`src/rtl/fetch_stage.sv`:
```
// fetch_stage: instruction fetch with IF/ID register and one-entry skid buffer.
// FETCH_DELAY_SLOT_EN selects delayed-branch redirect; default build squashes on redirect.
module fetch_stage #(
    parameter logic [7:0] RESET_PC = 8'h00,
    parameter logic [7:0] PC_STEP  = 8'd4
) (
    input  logic        clk,
    input  logic        reset,
    input  logic        stall,
    input  logic        branch_taken,
    input  logic [7:0]  branch_target,
    output logic        imem_req,
    output logic [7:0]  imem_addr,
    input  logic        imem_ack,
    input  logic [31:0] imem_data,
    output logic [7:0]  pc,
    output logic [7:0]  npc,
    output logic [31:0] ifid_instr,
    output logic [7:0]  ifid_pc,
    output logic        ifid_valid
);
    typedef enum logic [1:0] {IDLE, REQ, HOLD} state_t;

    state_t      state_q, state_d;
    logic [7:0]  pc_q, pc_d, npc_q, npc_d, ifid_pc_q, ifid_pc_d, skid_pc_q, skid_pc_d;
    logic [31:0] ifid_instr_q, ifid_instr_d, skid_instr_q, skid_instr_d;
    logic        ifid_valid_q, ifid_valid_d, drop_q, drop_d, adv;

    assign imem_req   = state_q == REQ;
    assign imem_addr  = pc_q;
    assign pc         = pc_q;
    assign npc        = npc_q;
    assign ifid_instr = ifid_instr_q;
    assign ifid_pc    = ifid_pc_q;
    assign ifid_valid = ifid_valid_q;

    always_comb begin
        state_d      = state_q;
        pc_d         = pc_q;
        npc_d        = npc_q;
        ifid_instr_d = ifid_instr_q;
        ifid_pc_d    = ifid_pc_q;
        ifid_valid_d = stall ? ifid_valid_q : 1'b0;
        skid_instr_d = skid_instr_q;
        skid_pc_d    = skid_pc_q;
        drop_d       = drop_q;
        adv          = 1'b0;
        unique case (state_q)
            IDLE: state_d = REQ;
            REQ: if (imem_ack) begin
                drop_d = 1'b0;
                if (!drop_q && stall) begin
                    skid_instr_d = imem_data;
                    skid_pc_d    = pc_q;
                    state_d      = HOLD;
                end else if (!drop_q) begin
                    ifid_instr_d = imem_data;
                    ifid_pc_d    = pc_q;
                    ifid_valid_d = 1'b1;
                    adv          = 1'b1;
                end
            end
            HOLD: if (!stall) begin
                ifid_instr_d = skid_instr_q;
                ifid_pc_d    = skid_pc_q;
                ifid_valid_d = 1'b1;
                adv          = 1'b1;
                state_d      = REQ;
            end
            default: state_d = IDLE;
        endcase
        if (adv) begin
            pc_d  = npc_q;
            npc_d = npc_q + PC_STEP;
        end
        if (branch_taken) begin
`ifdef FETCH_DELAY_SLOT_EN
            npc_d = branch_target;
`else
            // an un-acked request is still owed an ack; swallow it before fetching the target
            pc_d         = branch_target;
            npc_d        = branch_target + PC_STEP;
            ifid_valid_d = 1'b0;
            state_d      = REQ;
            drop_d       = state_q == REQ && !imem_ack;
`endif
        end
    end

    always_ff @(posedge clk or negedge reset) begin
        if (!reset) begin
            state_q      <= IDLE;
            pc_q         <= RESET_PC;
            npc_q        <= RESET_PC + PC_STEP;
            ifid_instr_q <= '0;
            ifid_pc_q    <= '0;
            ifid_valid_q <= 1'b0;
            skid_instr_q <= '0;
            skid_pc_q    <= '0;
            drop_q       <= 1'b0;
        end else begin
            state_q      <= state_d;
            pc_q         <= pc_d;
            npc_q        <= npc_d;
            ifid_instr_q <= ifid_instr_d;
            ifid_pc_q    <= ifid_pc_d;
            ifid_valid_q <= ifid_valid_d;
            skid_instr_q <= skid_instr_d;
            skid_pc_q    <= skid_pc_d;
            drop_q       <= drop_d;
        end
    end
endmodule

```
`config.mk`:
```
export PLATFORM = sky130hd
export DESIGN_NAME = fetch_stage
export DESIGN_NICKNAME = d
export VERILOG_FILES = /design/src/rtl/fetch_stage.sv
export SDC_FILE = /design/constraint.sdc
export NUM_CORES = 1
export LEC_CHECK = 0
export ABC_AREA = 1
export ABC_CLOCK_PERIOD_IN_PS = 2150
export CAP_MARGIN = 25
export CELL_PAD_IN_SITES_DETAIL_PLACEMENT = 2
export CELL_PAD_IN_SITES_GLOBAL_PLACEMENT = 2
export CORE_MARGIN = 1.5
export CORE_UTILIZATION = 29
export DETAILED_ROUTE_END_ITERATION = 7
export PLACE_DENSITY_LB_ADDON = 0.1
export SLEW_MARGIN = 40
export SYNTH_ARGS = -nofsm -noshare
export SYNTH_HDL_FRONTEND = slang
export SYNTH_SLANG_ARGS = --single-unit
```
`constraint.sdc`:
```
create_clock -name clk -period 2.15 [get_ports clk]
set_input_delay 0.43 -clock clk [delete_from_list [all_inputs] [get_ports clk]]
set_output_delay 0.43 -clock clk [all_outputs]
set_load 0.05 [all_outputs]
```
==> impl_metrics.toml, run 1 <==
[power]
p_sw_share_pct = 46.6
p_leak_uw = 0.00289
combPwrFrac_pct = 51.5
peakVddDrop_mv = 0.593
power_density_nw_per_um2 = 1610
p_int_uw = 5380
p_clk_share_pct = 16.3
p_sw_uw = 4680
seq_power_share_pct = 32.2

[route]
vias_per_cell = 4.60
firstDrtPassIters = 4
drt_iter0_drc = 120
num_vias = 3863
ant_nets = 0
routed_wl_mm = 13.0
avgRoutedWirePerCell_um = 15.5
route.detailed.drc = 0

[timing]
period_share_pct = 94.3
clock.fmax_mhz = 493
fin_worst_skew_ps = 7.36
rsz0062_at_grt = "false"
tightest_slew_ps = 555
hold_viol_final = 0
setup_slack_ps = 122
worst_hold_slack_ps = 32.4
tns_ps = 0
maxSlewHeadroom_pct = 62.9
setup_violations = 0
slew_viol_final = 0
min_period_ps = 2030

[synth]
synth_commonest_cells = "129 x nand2_1, 99 x dfrtp_1, 92 x o21ai_0"
synth_most_common_cell = "nand2_1"
yosys_most_used_dff = "dfrtp_1"
netlist_area_um2 = 4610
synth_seq_cells = 100
synth_top_area_cell = "dfrtp_1"
yosysWarnings = 0
synth_top_area_share_pct = 53.7
syn_nets = 577
synth_edf_count = 0
synth_area_per_cell_um2 = 8.77
synth_cells = 526
synthArstFlopShare_pct = 100
ys_seq_area_share_pct = 54.3
synth_area_leaders = "dfrtp_1 54%, nand2_1 10%, o21ai_0 10%"
synth.distinct_cells = 23

[global_routing]
antenna_found_initial = 0
grt_max_degree = 82
grt_usage_pct = 16.8
grt_first_pass_wirelength_mm = 21.7
met2_usage_pct = 29.1
grt_util_met3_pct = 4.00
top_usage_layer = "met2"
grt_pass1_vias = 4280
grt-ovfl-total = 0
grtUsageMet1_pct = 21.2

[critical_path]
cp_slowest_cell = "clkdlybuf4s50_1"
path_buf_inv = 1
path_max_fanout = 3
crit_type = "reg -> out"
required_ps = 1720
cp.arrival_ps = 1600
reg2reg_depth = 8
max_stage_delay_ps = 840
cp-end-kind = "primary output"
cp.depth = 1
cp_top_family = "buffers and inverters"
critPathLaunchType = "register"
crit_chain = "clkdlybuf4s50_1"

[clock_tree]
htreeDepth = 3
cts.sinks = 100
cts_tree = "yes"
cts.repair.resized = 1
cts_buffers = 9
cts-root-buf = "clkbuf_16"
clk_latency_ps = 350
clkTransAtPathRegs_ps = 70
holdBufCountCts = 0
clock_path_buffers = 2
cts_setup_buffers = 0

[final_layout]
areaGrowthSynthToFinish_pct = 35.3
area.sequential_um2 = 2500
nNetsFinal = 675
antennaDiodeCount = 0
design_area_um2 = 6240
drive_gt1_share_pct = 12.4
utilization_pct = 40.6
n_fill_cell = 1719
multi_input_area_um2 = 1700

[place]
place.gp.congestion = 0.731
place_area_um2 = 5950
dpl.hpwl_mm = 9.22
io_buffers = 110
place_ws_ps = 114

[worst_hold_path]
min_path_type = "in -> async"

[floorplan]
start_util_pct = 30.0
die-area_um2 = 16700
rows = 45
die_x_um = 129
ioPinCount = 111
die_y_um = 129
core_um2 = 15400

[flow_run]
maxCapViolCount = 0

[run_status]
status = "finished, final reports clean"
[layout by cell type, fill, tap and decap left out, drive strengths merged, types with 2 or more instances in the layout]
cell,Yosys,routed
clkbuf,16,11
clkdlybuf4s50,0,105
nand3,9,9
o21ai,92,92
nor2,48,48
clkinv,0,2
inv,51,52
dfrtp,99,99
ha,6,6
buf,21,18
a21oi,47,47
nand2,130,130
[worst register-to-register path: stages (launching register included)]
cell and delay, ps:
dfrtp_1 420, inv_1 120, ha_1 210, inv_2 70, or2_1 240, a21oi_4 320
buf_12 220, nor2_1 80, a21oi_2 100
[layer usage]
metal	part of all wire [%]	wire, um
met3	3.3	427
met4	0.91	119
met2	50	6580
met1	45	5910
met5	0	0
[through the flow]
stage / std cells / power (uW)
final: 839 / 10100
after global routing: 839 / 10800
after CTS: 839 / 10300
after detailed placement: 824 / 8530
after global placement: 824 / 8310
after floorplan: 526 / 6710
[worst paths after layout]
| kind | from | end | slack, ps |
|---|---|---|---|
| worst min-delay path | reset | skid_instr_q[24] | 30 |
| worst min register to register | skid_instr_q[25] | skid_instr_q[25] | 490 |
| worst max register to register | state_q[0] | ifid_instr[0] | 300 |
| max in group asynchronous | reset | skid_instr_q[30] | 1440 |
| worst max-delay path | imem_addr[6] | pc[6] | 120 |
| min in group clk | skid_instr_q[25] | skid_instr_q[25] | 490 |
[cell type report]
cell class | instances | share of cell area, %
clock inverter | 4 | 0.782
clock buffer | 11 | 3.89
sequential | 100 | 40.1
tap | 211 | 4.23
timing repair buffer | 124 | 20.7
inverter | 51 | 3.07
multi-input combinational | 338 | 27.2
[logic make-up (layout without fill, tap and decap cells)]
kind of cell / after synthesis / after routing / synth area share, %
xor gates and xnor gates: 1 / 1 / 0.190
and+or+nand+nor: 189 / 189 / 15.8
adders and majority gates: 6 / 6 / 1.63
DFF: 100 / 100 / 54.3
AOI/OAI and AO/OA: 142 / 142 / 19.1
buffers and inverters: 88 / 190 / 9.08
[flip-flops by register name (all words and copies together), names as in the netlist]
register and cells:
ifid_instr 32, skid_pc_q 8, state_q 2, ifid_valid 1, skid_instr_q 32, ifid_pc 8, npc 8, imem_addr 8
drop_q 1
[power by group through the flow]
stage | logic [uW] | registers [uW] | clock network [uW]
5_1_grt | 5600 | 3380 | 1790
6_report | 5180 | 3250 | 1640
4_1_cts | 5270 | 3270 | 1710
3_3_place_gp | 5090 | 3230 | 0
3_5_place_dp | 5240 | 3280 | 0
2_1_floorplan | 1960 | 4750 | 0
Note: power is estimated with default switching activity, not from simulation.
==> run 2, diff against run 1 <==
Settings changed: CORE_MARGIN 1.5 to default.
==> run 2 against run 1 <==
- final cell count shrank 0.36%
- non-clock buffer count shrank 4
- routed wire length shrank 3.6%
- clock power grew 9%
- combinational power shrank 2%
- flip-flop and latch count is the same
- first-iteration DRC count grew 15%
- power grew 0.36%
- largest cell class unchanged
- critical endpoint is now pc[2]
- critical path depth is the same
==> impl_metrics.toml, run 2 (synthesized netlist as in run 1, its figures left out) <==
[run_status]
status = "finished, final reports clean"

[clock_tree]
cts_buffers = 9
htreeDepth = 3
cts.repair.resized = 1
clk_latency_ps = 350
cts.sinks = 100
holdBufCountCts = 0
cts_tree = "yes"
cts-root-buf = "clkbuf_16"
clock_path_buffers = 2
clkTransAtPathRegs_ps = 70
cts_setup_buffers = 0

[floorplan]
die_y_um = 128
start_util_pct = 30.0
rows = 45
die_x_um = 128
core_um2 = 15400
ioPinCount = 111
die-area_um2 = 16400

[final_layout]
nNetsFinal = 671
layout_common_cells = "129 x nand2_1, 106 x clkdlybuf4s50_1, 99 x dfrtp_1, 92 x o21ai_0, 49 x inv_1"
multi_input_area_um2 = 1700
finalNonFillerCells = 836
areaGrowthSynthToFinish_pct = 34.6
area.sequential_um2 = 2500
final_common_cell = "nand2_1"
n_fill_cell = 1698
antennaDiodeCount = 0
drive_gt1_share_pct = 12.0
utilization_pct = 40.4

[critical_path]
cp_slowest_cell = "clkdlybuf4s50_1"
path_buf_inv = 1
required_ps = 1720
cp-end-kind = "primary output"
crit_end = "pc[2]"
cp.arrival_ps = 1580
r2r_slack_ps = 240
r2r_end = "ifid_instr[23]"
crit_type = "reg -> out"
cp.depth = 1
r2r-start = "state_q[1]"
crit_chain = "clkdlybuf4s50_1"
critPathLaunchType = "register"
reg2reg_depth = 9
path_max_fanout = 3
max_stage_delay_ps = 830
startpoint = "imem_addr[2]"
cp_top_family = "buffers and inverters"

[route]
vias_per_cell = 4.61
firstDrtPassIters = 4
num_vias = 3857
avgRoutedWirePerCell_um = 15.0
routed_wl_mm = 12.6
drt_iter0_drc = 138
ant_nets = 0
route.detailed.drc = 0

[global_routing]
grt_max_degree = 81
grt_usage_pct = 16.7
antenna_found_initial = 0
grt_first_pass_wirelength_mm = 21.2
grt_pass1_vias = 4216
grt-ovfl-total = 0

[timing]
rsz0062_at_grt = "false"
tns_ps = 0
tightest_slew_ps = 567
hold_viol_final = 0
period_share_pct = 93.5
slew_viol_final = 0
fin_worst_skew_ps = 7.74
min_period_ps = 2010
maxSlewHeadroom_pct = 62.2
clock.fmax_mhz = 498
setup_violations = 0

[place]
place.gp.congestion = 0.756
dpl.hpwl_mm = 8.82
io_buffers = 110
placed_cells = 820

[power]
finalPower_uw = 10100
p_leak_uw = 0.00288
power_density_nw_per_um2 = 1630
peakVddDrop_mv = 0.598

[flow_run]
maxCapViolCount = 0

[worst_hold_path]
min_path_type = "in -> async"
[run 2: how the worst min path moves through the flow]
stage / slack, ps / endpoint
2_1_floorplan: 130 / drop_q
3_3_place_gp: 460 / skid_instr_q[6]
3_5_place_dp: 470 / skid_pc_q[4]
4_1_cts: 90 / ifid_instr[25]
5_1_grt: 100 / ifid_instr[25]
6_report: 70 / ifid_instr[25]
[run 2: power breakdown]
part           total, uW  internal, uW  switching, uW
registers           3230          2720            500
logic               5100          1670           3430
clock network       1780          1050            726
[run 2: cell type report]
class                           count  area share (%)
Multi-Input combinational cell    338            27.3
Timing Repair Buffer              120            19.8
Clock buffer                       10            3.85
Clock inverter                      6            1.41
Sequential cell                   100            40.3
Inverter                           51            3.08
Tap cell                          211            4.25
[run 2: per-stage QoR]
stage | area (um^2) | worst slack, ps | hold slack [ps]
detailed placement | 5890 | 118 | 472
floorplan | 4610 | 117 | 134
global route | 6210 | 70.2 | 105
CTS | 6210 | 104 | 89.9
global placement | 5890 | 203 | 461
finish | 6210 | 141 | 69.9
[run 2: per-layer routing]
| metal | track usage, % | vias to the layer above | share of wire (%) |
|---|---|---|---|
| li1 | - | 1847 | - |
| met1 | 20.1 | 1921 | 44 |
| met2 | 29.6 | 75 | 51 |
| met3 | 4.42 | 14 | 3.8 |
| met4 | 4.08 | 0 | 1.1 |
| met5 | 0 | - | 0 |
==> run 3, diff against run 2 <==
Settings changed: CTS_CLUSTER_DIAMETER from default to 50, GPL_ROUTABILITY_DRIVEN from default to 0, SKIP_CTS_REPAIR_TIMING from default to 1.
==> run 3 against run 2 <==
- core utilization barely moved
- highest routed layer unchanged
- sequential share of layout area barely moved
- power barely moved
- die area did not move
- largest power group unchanged
- count of clock-buffer cells in the layout did not move
- final area barely moved
- flip-flop and latch count did not move
==> impl_metrics.toml, run 3 (synthesized netlist as in run 1, its figures left out) <==
[timing]
fin_worst_skew_ps = 7.74
min_period_ps = 2010
tightest_slew_ps = 567
setup_violations = 0
clock.fmax_mhz = 498
maxSlewHeadroom_pct = 62.2
period_share_pct = 93.5
rsz0062_at_grt = "false"
slew_viol_final = 0
hold_viol_final = 0

[power]
p_leak_uw = 0.00288
finalPower_uw = 10100
power_density_nw_per_um2 = 1630
peakVddDrop_mv = 0.598

[place]
io_buffers = 110
place_area_um2 = 5890
dpl.hpwl_mm = 8.82

[floorplan]
die_x_um = 128
ioPinCount = 111
die-area_um2 = 16400
start_util_pct = 30.0
core_um2 = 15400
rows = 45
die_y_um = 128

[critical_path]
required_ps = 1720
cp_top_family = "buffers and inverters"
critPathLaunchType = "register"
crit_type = "reg -> out"
r2r_end = "ifid_instr[23]"
cp.arrival_ps = 1580
reg2reg_depth = 9
max_stage_delay_ps = 830
cp-end-kind = "primary output"
crit_chain = "clkdlybuf4s50_1"
path_buf_inv = 1
r2r-start = "state_q[1]"
cp_slowest_cell = "clkdlybuf4s50_1"
path_max_fanout = 3
r2r_slack_ps = 240

[route]
num_vias = 3860
vias_per_cell = 4.62
firstDrtPassIters = 4
routed_wl_mm = 12.6
ant_nets = 0
avgRoutedWirePerCell_um = 15.0
drt_iter0_drc = 140
route.detailed.drc = 0

[final_layout]
antennaDiodeCount = 0
design_area_um2 = 6220
nNetsFinal = 671
areaGrowthSynthToFinish_pct = 34.7
drive_gt1_share_pct = 12.0
final_common_cell = "nand2_1"
layout_common_cells = "129 x nand2_1, 106 x clkdlybuf4s50_1, 99 x dfrtp_1, 92 x o21ai_0, 49 x inv_1"

[clock_tree]
cts_tree = "yes"
clk_latency_ps = 350
clock_path_buffers = 2
clkTransAtPathRegs_ps = 70
cts_buffers = 9
htreeDepth = 3
cts.sinks = 100
cts-root-buf = "clkbuf_16"

[global_routing]
grt_pass1_vias = 4216
grt_usage_pct = 16.7
grt_first_pass_wirelength_mm = 21.2
antenna_found_initial = 0
grt-ovfl-total = 0
grt_max_degree = 81

[worst_hold_path]
min_path_type = "in -> async"

[flow_run]
maxCapViolCount = 0

[run_status]
status = "finished, final reports clean"
run 3: layer usage:
layer	routed length (um)	vias to the layer above	track usage (%)
met5	0	-	0
met4	142	0	4.08
met3	483	14	4.42
met2	6420	75	29.6
met1	5530	1924	20.1
li1	-	1847	-
run 3: cell type report:
class	instances	area, um^2
clock buffers	10	239
clock inverters	6	87.6
flip-flops and latches	100	2500
inverters	51	191
fillers	1696	9160
repair buffers	120	1230
well taps	211	264
multi-input cells	338	1700
run 3: worst reg2reg max path: stages (launching register included):
cell	delay (ps)
dfrtp_1	420
inv_1	120
ha_1	270
nand2_1	120
inv_2	80
nand2_1	110
a21oi_4	240
buf_12	280
nor2_1	110
a21oi_2	110
run 3: per-stage QoR:
stage	setup WS, ps	std cells	hold WS [ps]	util, %	setup TNS (ps)
after floorplan	117	526	134	-	0
after global placement	203	820	461	38.3	0
after detailed placement	118	820	472	38.3	0
after CTS	-14.0	836	89.9	40.4	-14.0
after global routing	70.2	836	105	40.4	0
final	140	836	69.8	40.4	0
run 3: power breakdown:
group          total, uW  internal, uW  switching (uW)  leakage (uW)
clock               1780          1050             727      0.000162
combinational       5100          1670            3430       0.00153
sequential          3230          2720             500       0.00119
total              10100          5450            4660       0.00288
run 3: worst max path at each step:
stage	startpoint	end	slack (ps)	depth (start not counted)
finish	imem_addr[2]	pc[2]	140	1
global route	imem_addr[3]	pc[3]	70	1
CTS	npc[2]	npc[2]	-10	1
detailed placement	branch_taken	npc[7]	120	9
global placement	imem_ack	ifid_instr[19]	200	8
floorplan	state_q[1]	ifid_instr[10]	120	8
